[src/rtl/wb_adc_pkg.sv]
// Shared constants for the Wishbone ADC averaging stage: register indices,
// sample axis tags and CTRL/STATUS bit positions.
package wb_adc_pkg;

    localparam logic [2:0] REG_CTRL   = 3'd0;
    localparam logic [2:0] REG_STATUS = 3'd1;
    localparam logic [2:0] REG_X      = 3'd2;
    localparam logic [2:0] REG_Y      = 3'd3;
    localparam logic [2:0] REG_Z      = 3'd4;
    localparam logic [2:0] REG_FRAME  = 3'd5;

    typedef enum logic [1:0] {
        AXIS_X    = 2'd0,
        AXIS_Y    = 2'd1,
        AXIS_Z    = 2'd2,
        AXIS_NONE = 2'd3
    } axis_e;

    localparam int CTRL_EN_BIT     = 0;
    localparam int CTRL_IRQ_EN_BIT = 1;

    localparam int STAT_NEW_X = 0;
    localparam int STAT_NEW_Y = 1;
    localparam int STAT_NEW_Z = 2;

endpackage

[src/rtl/adc_axis_avg.sv]
// Single-axis box-car averager: sums 2^AVG_LOG2 samples, then latches the
// truncated mean and pulses done combinationally with the completing sample.
module adc_axis_avg #(
    parameter int DATA_W   = 12,
    parameter int AVG_LOG2 = 3
) (
    input  logic              clk,
    input  logic              reset,
    input  logic              enable,
    input  logic              valid,
    input  logic [DATA_W-1:0] data,
    output logic              done,
    output logic [DATA_W-1:0] result
);

    localparam int ACC_W = DATA_W + AVG_LOG2;
    localparam int CNT_W = (AVG_LOG2 > 0) ? AVG_LOG2 : 1;
    // With AVG_LOG2=0 the count never leaves 0, so every sample is the last.
    localparam logic [CNT_W-1:0] CNT_LAST = CNT_W'((1 << AVG_LOG2) - 1);

    logic [ACC_W-1:0] acc;
    logic [ACC_W-1:0] sum;
    logic [CNT_W-1:0] count;
    logic             last;

    assign sum  = acc + ACC_W'(data);
    assign last = (count == CNT_LAST);
    assign done = enable & valid & last;

    always_ff @(posedge clk) begin
        if (reset) begin
            acc    <= '0;
            count  <= '0;
            result <= '0;
        end else if (!enable) begin
            acc   <= '0;
            count <= '0;
        end else if (valid) begin
            if (last) begin
                result <= DATA_W'(sum >> AVG_LOG2);
                acc    <= '0;
                count  <= '0;
            end else begin
                acc   <= sum;
                count <= count + 1'b1;
            end
        end
    end

endmodule

[src/rtl/wb_adc_avg.sv]
// Wishbone register bank around three per-axis averagers, with sticky
// new-data flags, a z-frame counter and a level interrupt.
module wb_adc_avg
    import wb_adc_pkg::*;
#(
    parameter int DATA_W   = 12,
    parameter int AVG_LOG2 = 3
) (
    input  logic              clk,
    input  logic              reset,
    input  logic              smp_valid,
    input  logic [1:0]        smp_axis,
    input  logic [DATA_W-1:0] smp_data,
    input  logic              wb_cyc_i,
    input  logic              wb_stb_i,
    input  logic              wb_we_i,
    input  logic [4:0]        wb_adr_i,
    input  logic [31:0]       wb_dat_i,
    output logic [31:0]       wb_dat_o,
    output logic              wb_ack_o,
    output logic              irq
);

    logic [1:0]        ctrl;
    logic [2:0]        flags;
    logic [2:0]        new_set;
    logic [2:0]        w1c;
    logic [15:0]       frame;
    logic [DATA_W-1:0] res_x, res_y, res_z;
    logic              done_x, done_y, done_z;
    logic              enable;
    logic              access;
    logic              wr;
    logic [2:0]        idx;
    logic [31:0]       rd_data;
    logic              unused;

    assign enable = ctrl[CTRL_EN_BIT];
    // A new access is only taken while ack is low, giving one ack per strobe.
    assign access = wb_cyc_i & wb_stb_i & ~wb_ack_o;
    assign wr     = access & wb_we_i;
    assign idx    = wb_adr_i[4:2];
    assign irq    = ctrl[CTRL_IRQ_EN_BIT] & (|flags);
    assign unused = ^{wb_adr_i[1:0], wb_dat_i[31:3]};

    adc_axis_avg #(.DATA_W(DATA_W), .AVG_LOG2(AVG_LOG2)) u_x (
        .clk(clk), .reset(reset), .enable(enable),
        .valid(smp_valid && smp_axis == AXIS_X), .data(smp_data),
        .done(done_x), .result(res_x)
    );

    adc_axis_avg #(.DATA_W(DATA_W), .AVG_LOG2(AVG_LOG2)) u_y (
        .clk(clk), .reset(reset), .enable(enable),
        .valid(smp_valid && smp_axis == AXIS_Y), .data(smp_data),
        .done(done_y), .result(res_y)
    );

    adc_axis_avg #(.DATA_W(DATA_W), .AVG_LOG2(AVG_LOG2)) u_z (
        .clk(clk), .reset(reset), .enable(enable),
        .valid(smp_valid && smp_axis == AXIS_Z), .data(smp_data),
        .done(done_z), .result(res_z)
    );

    always_comb begin
        new_set             = '0;
        new_set[STAT_NEW_X] = done_x;
        new_set[STAT_NEW_Y] = done_y;
        new_set[STAT_NEW_Z] = done_z;
        w1c = (wr && idx == REG_STATUS) ? wb_dat_i[2:0] : 3'b000;
    end

    always_comb begin
        rd_data = '0;
        case (idx)
            REG_CTRL:   rd_data = {30'd0, ctrl};
            REG_STATUS: rd_data = {29'd0, flags};
            REG_X:      rd_data = 32'(res_x);
            REG_Y:      rd_data = 32'(res_y);
            REG_Z:      rd_data = 32'(res_z);
            REG_FRAME:  rd_data = {16'd0, frame};
            default:    rd_data = '0;
        endcase
    end

    always_ff @(posedge clk) begin
        if (reset) begin
            ctrl     <= '0;
            flags    <= '0;
            frame    <= '0;
            wb_ack_o <= 1'b0;
            wb_dat_o <= '0;
        end else begin
            wb_ack_o <= access;
            // Read mux sees pre-edge results, so a same-cycle update is not visible.
            if (access) wb_dat_o <= rd_data;
            if (wr && idx == REG_CTRL) ctrl <= wb_dat_i[1:0];
            // Set takes priority over a coincident write-1-to-clear.
            flags <= (flags & ~w1c) | new_set;
            if (done_z) frame <= frame + 16'd1;
        end
    end

endmodule

[config.mk]
export PLATFORM = sky130hd
export DESIGN_NAME = wb_adc_avg
export DESIGN_NICKNAME = d
export VERILOG_FILES = /design/src/rtl/wb_adc_pkg.sv /design/src/rtl/adc_axis_avg.sv /design/src/rtl/wb_adc_avg.sv
export SDC_FILE = /design/constraint.sdc
export NUM_CORES = 1
export LEC_CHECK = 0
export ABC_AREA = 1
export CELL_PAD_IN_SITES_DETAIL_PLACEMENT = 0
export CELL_PAD_IN_SITES_GLOBAL_PLACEMENT = 2
export CORE_MARGIN = 5
export CORE_UTILIZATION = 33
export DETAILED_ROUTE_END_ITERATION = 7
export PLACE_DENSITY_LB_ADDON = 0.1
export SYNTH_ARGS = -nofsm -noshare
export SYNTH_HDL_FRONTEND = slang
export SYNTH_SLANG_ARGS = --single-unit
[constraint.sdc]
create_clock -name clk -period 4.82 [get_ports clk]
set_input_delay 0.964 -clock clk [delete_from_list [all_inputs] [get_ports clk]]
set_output_delay 0.964 -clock clk [all_outputs]
set_load 0.1 [all_outputs]
After elaboration in Yosys (flattened, before gate mapping)
Index checks and enable logic that the tools add are counted.
- bitwise logic cells: 15
- muxes and demuxes: 8
- reductions and logical operators: 12
- equal/unequal tests: 10
- $add $sub $neg: 7
- operator list (kind ; count):
    16-bit case mux with 6 select lines ; 1
    15-bit by 12-bit adder with 15-bit output ; 3
    15-bit 2-to-1 mux ; 3
    16-bit by 1-bit adder with 16-bit output (second input constant) ; 1
    3-bit == test (second input constant) ; 5
    3-bit 2-to-1 mux ; 4
    1-bit bitwise AND ; 10
    3-bit by 1-bit adder with 3-bit output (second input constant) ; 3
    3-bit AND reduction ; 3
    3-bit by 2-bit == test with 1-bit output (second input constant) ; 2
    1-bit logical AND ; 5
    3-bit bitwise AND ; 1
    3-bit by 1-bit == test with 1-bit output (second input constant) ; 1
    3-bit logical NOT ; 1
    3-bit NOT ; 1
    3-bit bitwise OR ; 1
    3-bit OR reduction ; 1
    2-bit by 1-bit == test with 1-bit output (second input constant) ; 1
    2-bit == test (second input constant) ; 1
    2-bit logical NOT ; 1
    1-bit NOT ; 2
    2-bit OR reduction ; 1
- output and inout bits: 34
- flip-flop bits (word level): 144
- input port bits: 57
- word-level logic and storage cells: 66

Longest topological paths before layout
- word-level depth: 8
- gate-level depth with buffers: 13
- depth with buffers taken out: 13

Cells and area by module
A second synthesis with hierarchy kept.
- cells, all modules: 1245
- area total of the unflattened synthesis: 8072.7 um^2
- by module, submodules not included (module ; instances ; area each (um^2) ; sequential area each (um^2) ; cells each):
    adc_axis_avg ; 3 ; 1960.6 ; 600.6 ; 310
    wb_adc_avg ; 1 ; 2190.9 ; 760.7 ; 315

Worst setup path before layout
No wires, ideal clock.
- path type: reg-to-output
- start: register flags[1]
- end: output irq
- stages on the path, launching flop included: 3
- buffers on the path: 0
- required time: 3856 ps
- setup slack: 2227 ps
- arrival time: 1629 ps
- path through: dfxtp_1 > nor3_1 > nor2_1
- cells in the longest elaborated chain, start to end: 2
- ends and longest elaborated chain (element ; RTL line ; source):
    start, declared ; wb_adc_avg.sv:25 ; logic [2:0] flags;
    start signal, assigned ; wb_adc_avg.sv:98 ; flags <= (flags & ~w1c) | new_set;
    3-bit OR reduction ; wb_adc_avg.sv:43 ; assign irq = ctrl[CTRL_IRQ_EN_BIT] & (|flags);
    1-bit bitwise AND ; wb_adc_avg.sv:43 ;
    end, declared ; wb_adc_avg.sv:21 ; output logic irq
No other way between the ends.

Worst setup path in the final report
Same ends and word-level chain as after synthesis.

==> summary.txt <==
Clocking
  • CTS H-tree depth: 4
  • Skew-Pair Late Insertion Delay: 0.42 ns
  • CTS max path bufs: 2
  • Total CTS buffers: 17
  • CTS tree: done
  • Clk slew on worst S/H paths: 0.06 ns
  • Post-CTS setup buffer count: 0
  • Clock Tree Root: clkbuf_16
  • Cts hold-fix bufs: 0
  • Clk sinks: 128
  • PostCTS Resize Cnt: 0

Detailed routing
  • Antenna viol nets, final: 0
  • Drt wl/cell: 14.5 um
  • Via count of the routed design: 7139
  • Detailed Route Iter0 Violations: 426
  • Total iterations of the first detailed-routing run: 5
  • DRC viols: 0
  • DR vias/cell: 4.48
  • Drt total wl: 23.1 mm

Hold path
  • Hold_sp: wb_dat_o[5]
  • HP Class: reg -> reg
  • Hold endpoint: wb_dat_o[5]
  • Hold depth: 2

Setup path
  • R2R cell count: 10
  • Crit Path Max Fanout: 3
  • Worst path cell trace: nor3_1 > nor2_1 > clkdlybuf4s50_1
  • Crit. Startpoint: flags[1]
  • Critical Path RT: 3.86 ns
  • Worst R2R End: frame[11]
  • Critical path endpoint category: output pin
  • Worst EP arrival: 2.10 ns
  • Critical path buffers and inverters: 1
  • Worst Setup Path Type: reg -> out
  • Largest stage delay, worst path: 1.16 ns
  • RR Startpoint: u_z.count[0]
  • Worst path slowest cell: clkdlybuf4s50_1
  • CP delay by family, top: buffers and inverters
  • CP Launch Type: flip-flop
  • Reg2Reg Setup Slack: 2.69 ns

Synth
  • Top cell types by occurrence after synthesis: nand2_1 (355), inv_1 (234), dfxtp_1 (128)
  • Post-synthesis cell area: 7810 um2
  • Synth Flop Type: dfxtp_1
  • Synth unique cells: 35
  • Dominant cell type by area after synthesis: dfxtp_1
  • Post-synth EDFFs: 0
  • Mapped Cells: 1226
  • Top cells by area, synth: dfxtp_1 (33%), nand2_1 (17%), inv_1 (11%), a21oi_1 (7.8%), ha_1 (6.9%)
  • Async SR Flop Fraction: 0
  • Synth top area share: 0.328
  • Syn_area_per_cell: 6.37 um2
  • Count leader, synth: nand2_1
  • Post-synthesis register bit count: 128
  • Synth warnings: 0
  • Post-synthesis sequential area ratio: 0.328

STA
  • F_max: 326 MHz
  • Max Slew Vio Count: 0
  • RSZ-0062 raised after global routing: false
  • Worst Skew: 0.0161 ns
  • Fin crit period: 3.07 ns
  • Fin. Hold Viols: 0
  • Sum Neg Setup Slack: 0 ns
  • Worst slew pin tran: 1.00 ns
  • Fin crit share: 0.636
  • Setup violators final: 0
  • Headroom to the max-slew limit: 0.329

Floorplan
  • Top-Level Pins: 91
  • DIE AREA: 26900 um2
  • Rows: 56
  • Core box area: 23400 um2
  • Die extent in y: 164 um
  • Initial core utilization: 0.334
  • Die Wd: 164 um

Run
  • Max-cap violations: 0

Cells and area
  • FILL cells: 2567
  • Register Area: 2560 um2
  • Total Nets Final: 1366
  • Share of cells above drive strength 1: 0.0439
  • Multi-input gate area: 4140 um2
  • Ant diodes: 0
  • Finished Layout Cells: 1595
  • Area grow syn2layout: 16.2%

Power
  • Switching share of power: 0.272
  • Combinational power share: 0.088
  • Internal: 1.90 mW
  • Sw Pwr: 0.710 mW
  • Leakage: 4.27 nW
  • VDD IR-drop max: 0.174 mV
  • PD cells: 287 nW/um2
  • Clk network pwr share: 0.505
  • Tot Pwr: 2.61 mW
  • Sequential power share: 0.407

Global route
  • Total gr overflow: 0
  • Largest net degree at the start of global routing: 59
  • Vias in the first global route: 6575
  • Initial antenna violation count: 0
  • Global-route wire length before repair: 36.4 mm
  • Gr usage total: 0.176

Placed design
  • Port Buffers: 43
  • Dpl cells: 1563
  • Gpl congestion: 0.817
  • Hpwl dp: 17.9 mm

Run status
  • Run status: complete, no violations
-- layout by cell type, fill, tap and decap left out, types with 3 or more instances in the layout --
cell             Yosys  routed
nor3_1               9       9
nand3b_1             3       3
nand2_1            355     355
nand3_1             72      72
inv_2                7       7
clkdlybuf4s50_1      0      42
clkinv_2             0       4
buf_4               18       7
conb_1               1      16
inv_6                0       3
nor2_4               4       4
o21ai_0             38      38
ha_1                43      43
xor2_1              17      17
nand4_1             11      11
dfxtp_1            128     128
fa_1                 3       3
o21a_1               3       3
a21oi_1            122     122
clkbuf_16            0      17
inv_1              234     234
nor2_1              69      69
o21ai_1             23      23
o22ai_1             20      20
-- cell type report --
cell class,instances,area share
multi-input combinational,824,0.456
tap,319,0.0439
clock buffer,18,0.0483
timing repair buffer,50,0.0526
inverter,242,0.100
sequential,128,0.282
clock inverter,14,0.0169
-- worst max path at each step --
| stage | slack [ns] | endpoint | depth (start not counted) |
|---|---|---|---|
| 2_1_floorplan | 2.23 | irq | 2 |
| 3_3_place_gp | 1.43 | u_x.acc[4] | 9 |
| 3_5_place_dp | 1.44 | u_x.acc[4] | 9 |
| 4_1_cts | 1.74 | irq | 3 |
| 5_1_grt | 1.67 | irq | 3 |
| 6_report | 1.75 | irq | 3 |
-- power groups by stage --
stage                     Clock (mW)  Combinational [mW]  Sequential [mW]
after floorplan                    0               0.158             1.09
after global placement             0               0.232             1.08
after detailed placement           0               0.232             1.08
after CTS                       1.36               0.233             1.06
after global routing            1.40               0.250             1.06
final                           1.32               0.229             1.06
-- logic make-up after synthesis --
| family | count (synthesis) | synth area share |
|---|---|---|
| flops | 128 | 0.328 |
| xor+xnor | 17 | 0.0191 |
| compound gates | 214 | 0.144 |
| buf+inv | 289 | 0.149 |
| fa+ha+maj | 46 | 0.0765 |
| simple gates | 531 | 0.283 |
| other cells | 1 | 0.000480 |
-- routing by layer --
metal  GRT usage  part of all wire
met5           0                 0
met4      0.0335            0.0069
met3      0.0301             0.033
met2       0.277              0.44
met1       0.254              0.52
-- through the flow --
stage                     utilization  hold slack [ns]  area, um2  setup slack, ns
after floorplan                     -            0.443       7870             2.23
after global placement          0.363            0.455       8490             1.43
after detailed placement        0.363            0.456       8490             1.44
after CTS                       0.388            0.466       9080             1.74
after global routing            0.388            0.480       9080             1.67
final                           0.388            0.464       9080             1.75
-- flip-flops by register name, summed over array words and instances (netlist names) --
signal      cells
frame          16
wb_dat_o       16
u_x.acc        15
u_y.acc        15
u_z.acc        15
u_x.result     12
u_y.result     12
u_z.result     12
flags           3
u_x.count       3
u_y.count       3
u_z.count       3
ctrl            2
wb_ack_o        1
-- tightest hold or removal path: cells and delay by family (launching register included) --
family | cells | cell delay [ns]
flip-flops | 1 | 0.31
AO/OA/AOI/OAI | 1 | 0.05
AND/OR/NAND/NOR | 1 | 0.06
Power figures use the tool's default switching activity.
